File: config.mk
export PLATFORM = sky130hd
export DESIGN_NAME = sici_pcs_syn_ml
export DESIGN_NICKNAME = d
export VERILOG_FILES = /design/src/rtl/sici_pcs_syn_ml.sv
export SDC_FILE = /design/constraint.sdc
export NUM_CORES = 1
export LEC_CHECK = 0
export ABC_AREA = 0
export BUFFER_PORTS_ARGS = -buffer_cell sky130_fd_sc_hd__buf_2
export CAP_MARGIN = 25
export CELL_PAD_IN_SITES_DETAIL_PLACEMENT = 1
export CELL_PAD_IN_SITES_GLOBAL_PLACEMENT = 1
export CORE_AREA = 4 4 228 230
export CTS_CLUSTER_SIZE = 25
export DETAILED_ROUTE_END_ITERATION = 7
export DIE_AREA = 0 0 232 234
export PLACE_DENSITY_LB_ADDON = 0.1
export SKIP_LAST_GASP = 1
export SYNTH_ARGS = -nofsm -noshare
export SYNTH_HDL_FRONTEND = slang
export SYNTH_SLANG_ARGS = --single-unit
File: constraint.sdc
create_clock -name Ck -period 12.55 [get_ports Ck]
set_clock_uncertainty 0.05 [all_clocks]
set_input_delay 2.51 -clock Ck [delete_from_list [all_inputs] [get_ports Ck]]
set_output_delay 2.51 -clock Ck [all_outputs]
set_load 0.02 [all_outputs]
File: src/rtl/sici_pcs_syn_ml.sv
// ---------------------------------------------------------------------------
// sici_pcs_syn_ml
// Multi-lane PCS block-lock. Each lane runs an independent sync-header hunt
// FSM (HUNT / SLIP / SYNC / SH_ERR), requests bit slips from the
// deserialiser, tracks a slip-limit fault and counts SH errors while locked.
//
// Ports
//   Ck        clock
//   Rs        asynchronous active-high reset
//   CE        clock enable; all registers hold when low
//   Phy_Dat   LN lanes of FW-bit frames, SH in bits [FW-1:FW-2] of each lane
//   Re_Syn    per-lane resync request (rising edge, asynchronous source)
//   Cnt_Clr   synchronous clear of the error counters
//   Bit_Slp   per-lane one-cycle slip pulse
//   PCS_Dat   Phy_Dat registered once
//   Syn_OK    per-lane lock flag (SYNC or SH_ERR)
//   All_OK    every lane locked
//   Err_SH    per-lane SH_ERR flag
//   Lane_Flt  per-lane slip-limit fault
//   Err_Cnt   per-lane ECW-bit saturating SH error counts
// ---------------------------------------------------------------------------
module sici_pcs_syn_ml #(
    parameter int LN  = 4,
    parameter int FW  = 66,
    parameter int SWT = 64,
    parameter int ENT = 32,
    parameter int EXT = 4,
    parameter int MXS = 16,
    parameter int ECW = 8
) (
    input  logic              Ck,
    input  logic              Rs,
    input  logic              CE,
    input  logic [LN*FW-1:0]  Phy_Dat,
    input  logic [LN-1:0]     Re_Syn,
    input  logic              Cnt_Clr,
    output logic [LN-1:0]     Bit_Slp,
    output logic [LN*FW-1:0]  PCS_Dat,
    output logic [LN-1:0]     Syn_OK,
    output logic              All_OK,
    output logic [LN-1:0]     Err_SH,
    output logic [LN-1:0]     Lane_Flt,
    output logic [LN*ECW-1:0] Err_Cnt
);

    // State counter must reach the largest threshold; it may wrap in SYNC,
    // where its value is never used.
    localparam int MXC = (SWT > ENT) ? SWT : ENT;
    localparam int CW  = $clog2(MXC + 2);
    localparam int SCW = $clog2(MXS + 1);

    localparam logic [CW-1:0]  SWT_C = CW'(SWT);
    localparam logic [CW-1:0]  ENT_C = CW'(ENT);
    localparam logic [CW-1:0]  EXT_C = CW'(EXT);
    localparam logic [SCW-1:0] MXS_C = SCW'(MXS);
    localparam logic [ECW-1:0] EMAX  = '1;

    typedef enum logic [1:0] {HUNT, SLIP, SYNC, SH_ERR} state_t;

    state_t         st   [LN];
    state_t         nxt  [LN];
    logic [CW-1:0]  cnt  [LN];
    logic [SCW-1:0] slc  [LN];

    logic [LN-1:0] rs_m, rs_s, rs_d, rs_edge;
    logic [LN-1:0] sh_ok, in_sync, in_err, err_ev, to_slip, to_sync;

    always_comb begin
        rs_edge = rs_s & ~rs_d;
        sh_ok   = '0;
        in_sync = '0;
        in_err  = '0;
        err_ev  = '0;
        to_slip = '0;
        to_sync = '0;
        for (int unsigned i = 0; i < LN; i++) begin
            sh_ok[i]   = Phy_Dat[i*FW+FW-1] ^ Phy_Dat[i*FW+FW-2];
            in_sync[i] = (st[i] == SYNC) || (st[i] == SH_ERR);
            in_err[i]  = (st[i] == SH_ERR);
            err_ev[i]  = in_sync[i] & ~sh_ok[i];
            nxt[i]     = st[i];
            case (st[i])
                HUNT: begin
                    if (!sh_ok[i])
                        nxt[i] = SLIP;
                    else if (cnt[i] >= ENT_C)
                        nxt[i] = SYNC;
                end
                SLIP: begin
                    if (cnt[i] >= SWT_C)
                        nxt[i] = HUNT;
                end
                SYNC: begin
                    if (!sh_ok[i])
                        nxt[i] = SH_ERR;
                end
                SH_ERR: begin
                    if (sh_ok[i])
                        nxt[i] = SYNC;
                    else if (cnt[i] >= EXT_C)
                        nxt[i] = SLIP;
                end
                default: nxt[i] = HUNT;
            endcase
            to_slip[i] = (nxt[i] == SLIP) && (st[i] != SLIP);
            to_sync[i] = (nxt[i] == SYNC) && (st[i] != SYNC);
        end
    end

    always_ff @(posedge Ck or posedge Rs) begin
        if (Rs) begin
            for (int unsigned i = 0; i < LN; i++) begin
                st[i]  <= HUNT;
                cnt[i] <= '0;
                slc[i] <= '0;
            end
            rs_m     <= '0;
            rs_s     <= '0;
            rs_d     <= '0;
            Bit_Slp  <= '0;
            PCS_Dat  <= '0;
            Syn_OK   <= '0;
            All_OK   <= 1'b0;
            Err_SH   <= '0;
            Lane_Flt <= '0;
            Err_Cnt  <= '0;
        end else if (CE) begin
            rs_m    <= Re_Syn;
            rs_s    <= rs_m;
            rs_d    <= rs_s;
            PCS_Dat <= Phy_Dat;
            Syn_OK  <= in_sync;
            Err_SH  <= in_err;
            All_OK  <= &in_sync;
            for (int unsigned i = 0; i < LN; i++) begin
                Bit_Slp[i] <= (st[i] == SLIP) && (cnt[i] == '0) && !rs_edge[i];

                // Clear wins over the count, but an error in the same cycle
                // is still recorded.
                if (Cnt_Clr)
                    Err_Cnt[i*ECW +: ECW] <= {{(ECW-1){1'b0}}, err_ev[i]};
                else if (err_ev[i] && (Err_Cnt[i*ECW +: ECW] != EMAX))
                    Err_Cnt[i*ECW +: ECW] <= Err_Cnt[i*ECW +: ECW] + 1'b1;

                if (rs_edge[i]) begin
                    st[i]       <= HUNT;
                    cnt[i]      <= '0;
                    slc[i]      <= '0;
                    Lane_Flt[i] <= 1'b0;
                end else begin
                    st[i]  <= nxt[i];
                    cnt[i] <= (nxt[i] != st[i]) ? '0 : cnt[i] + 1'b1;
                    if (to_sync[i]) begin
                        slc[i]      <= '0;
                        Lane_Flt[i] <= 1'b0;
                    end else if (to_slip[i] && (slc[i] != MXS_C)) begin
                        slc[i] <= slc[i] + 1'b1;
                        if (slc[i] + 1'b1 == MXS_C)
                            Lane_Flt[i] <= 1'b1;
                    end
                end
            end
        end
    end

endmodule
==> flow_metrics.py <==
metrics = {
    "power": {
        "powerDensity_nw_per_um2": 165,
        "p_total_mw": 3.55,
        "peakVddDrop_v": 0.000106,
        "swShare": 0.291,
        "pwr-share-comb": 0.187,
        "p_seq_frac": 0.415,
        "p_sw_mw": 1.04,
        "p_int_mw": 2.52,
        "cellLeakagePower_nw": 10.3,
        "clkPwrFrac": 0.397,
    },
    "clocking": {
        "cts.clk_slew.worst_paths_ps": 60,
        "cts_root_buf": "clkbuf_16",
        "cts.sinks": 381,
        "insertion_delay_ps": 560,
        "h-tree-depth": 2,
        "ctsHoldBuffers": 0,
        "cts_made_buffers": 47,
        "ctsResizeCount": 0,
        "cts.path.max_buffers": 3,
        "post_cts_buffers": 0,
        "cts_tree": "built",
    },
    "worst_hold_path": {
        "min-delay-start": "PCS_Dat[248]",
        "hold_class": "register to register",
        "holdPathStages": 1,
        "hold_path_end": "PCS_Dat[248]",
    },
    "synth": {
        "yosys_warnings": 0,
        "synth_async_sr_flop_share": 1.00,
        "syn_nets": 1535,
        "synthFlopType": "dfrtp_1",
        "synth_cell_types": 70,
        "avgSynthCellArea_sq_um": 13.1,
        "syn_area_sq_um": 16300,
        "ys_seq_area_frac": 0.585,
        "ys_ff_latch": 381,
        "synth_edf_count": 0,
        "syn_inst": 1243,
    },
    "route": {
        "wl_per_cell_um": 21.2,
        "drc_errors": 0,
        "dr.pass1.iters": 6,
        "vias": 12400,
        "routed_via_density": 4.87,
        "wirelength_um": 54000,
        "detail_route.iter0.violations": 610,
        "ant_nets": 0,
    },
    "floorplan": {
        "start_util": 0.327,
        "die_h_um": 234,
        "fp-row-count": 82,
        "die_x_um": 232,
        "dieArea_sq_um": 54300,
        "coreArea_sq_um": 49900,
        "pin_count": 585,
    },
    "global_routing": {
        "antenna_found_initial": 21,
        "busiest_layer": "met2",
        "grt_pass1_vias": 13200,
        "grt_max_degree": 149,
        "use_met2": 0.325,
        "grt_overflow": 0,
        "grt_pass1_wl_um": 80900,
        "grtUsageTotal": 0.192,
        "grtUsageMet3": 0.0691,
        "globalRouteMet1Util": 0.227,
    },
    "cells_and_area": {
        "num-nets-final": 2120,
        "drive_above_1_share": 0.521,
        "area_delta_synth_final_pct": 32.0,
        "fill_cells": 5504,
        "final_common_cell": "buf_2",
        "layout_common_cells": "buf_2, dfrtp_1, mux2_2",
    },
    "sta": {
        "fin_crit_ps": 4740,
        "worst_slew_pin_slew_ps": 967,
        "fin_setup_tns_ps": 0,
        "fin_ws_ps": 7810,
        "fmax_mhz": 211,
        "slew_headroom": 0.355,
        "drv_slew": 0,
        "fin_crit_sh": 0.378,
        "report.final.hold_viol_count": 0,
        "finalSetupViolCount": 0,
        "rsz0062_at_grt": "false",
    },
    "critical_path": {
        "path_cells": "buf_8, buf_4, buf_4, mux2_2",
        "slowest_stage": "buf_4",
        "arrival_ps": 5140,
        "critPathKind": "primary input to register",
        "ff2ff_setup_slack_ps": 10300,
        "r2r_end": "slc[11]",
        "r2r-start": "st[5]",
        "cp_max_fo": 83,
        "start_kind": "primary input",
        "cp_top_family": "buffers and inverters",
        "crit_top_cell": "buf_4",
        "crit_buf_inv": 3,
        "cpPeakStageDelay_ps": 840,
        "cp-end-kind": "register",
        "critPathRequiredTime_ps": 12950,
        "reg2reg_depth": 5,
    },
    "placement": {
        "place_hpwl_um": 40700,
        "place.gp.congestion": 0.797,
        "io_buffers": 584,
        "place_ws_ps": 7140,
    },
    "status": {
        "outcome": "completed",
    },
    "job": {
        "max_cap_violations": 0,
    },
}
state kept, by name, indices dropped and copies added, names as in the netlist, 8 cells and up:
signal / count
Err_Cnt: 32
cnt: 28
PCS_Dat: 264
st: 8
slc: 20
power by group through the flow:
stage / Clock, mW / Sequential [mW] / Combinational [mW]
after floorplan: 0 / 1.59 / 0.310
after global placement: 0 / 1.49 / 0.665
after detailed placement: 0 / 1.50 / 0.677
after CTS: 1.46 / 1.48 / 0.679
after global routing: 1.51 / 1.50 / 0.730
final: 1.41 / 1.48 / 0.666
cell usage after synthesis, types with 4 or more instances:
cell type	instances	area share
nand2_1	47	0.011
and3_1	14	0.0054
a31oi_1	17	0.0065
o211ai_1	10	0.0046
nand2b_1	8	0.0031
or2_2	7	0.0027
nor2b_1	5	0.0019
nor3b_2	4	0.0031
mux2i_1	7	0.0043
inv_1	42	0.0097
o22ai_1	11	0.0042
or4_1	5	0.0023
a21o_1	15	0.0069
nor3_1	13	0.0040
a32o_1	5	0.0031
o21ai_1	5	0.0015
xor2_1	10	0.0054
and2_1	4	0.0015
a21oi_1	25	0.0077
nand3_1	36	0.011
nor3b_1	7	0.0032
clkbuf_1	23	0.0053
nor4_1	4	0.0015
xnor2_1	25	0.013
o31ai_1	10	0.0046
a211oi_1	12	0.0055
a21boi_0	4	0.0018
nor2_1	53	0.012
o2bb2ai_1	9	0.0048
nand4_1	10	0.0038
ha_1	20	0.015
o21ai_0	28	0.0086
o21bai_1	4	0.0018
dfrtp_1	381	0.58
buf_2	30	0.0092
mux2_2	281	0.19
routing by layer:
metal | vias to the layer above | share of wire
met4 | 8 | 0.027
met2 | 362 | 0.50
met3 | 97 | 0.081
met1 | 6266 | 0.39
met5 | - | 0.0010
li1 | 5654 | -
per-stage QoR:
stage               area (sq um)  hold slack (ps)  cells   util
global placement           19900              432   2451  0.399
detailed placement         19900              440   2451  0.399
floorplan                  16300              423   1243      -
finish                     21500              448   2541  0.432
global route               21500              467   2541  0.432
CTS                        21500              453   2534  0.431
final cells by class:
type / instances / area [sq um] / share of cell area
flip-flops and latches: 381 / 9530 / 0.443
multi-input cells: 761 / 6330 / 0.294
repair buffers: 595 / 3030 / 0.141
clock buffers: 69 / 1380 / 0.0642
well taps: 672 / 841 / 0.0391
clock inverters: 14 / 226 / 0.0105
inverters: 42 / 161 / 0.00750
diodes: 7 / 17.5 / 0.000814
worst max path at each step:
stage / depth (start not counted) / slack, ps / start / endpoint
6_report: 4 / 7810 / CE / PCS_Dat[30]
5_1_grt: 4 / 7620 / CE / PCS_Dat[11]
4_1_cts: 4 / 7750 / CE / PCS_Dat[37]
3_5_place_dp: 4 / 7140 / CE / PCS_Dat[37]
3_3_place_gp: 4 / 7150 / CE / PCS_Dat[12]
2_1_floorplan: 1 / 4870 / Rs / All_OK
logic make-up after synthesis:
group | count (synthesis) | synth area share
flip-flops | 381 | 0.585
multiplexers | 288 | 0.198
adder cells (fa/ha/maj) | 20 | 0.0153
AO/OA/AOI/OAI | 184 | 0.0787
AND/OR/NAND/NOR | 231 | 0.0741
buffers and inverters | 101 | 0.0269
XOR/XNOR | 38 | 0.0218
Note: power is estimated with default switching activity, not from simulation.
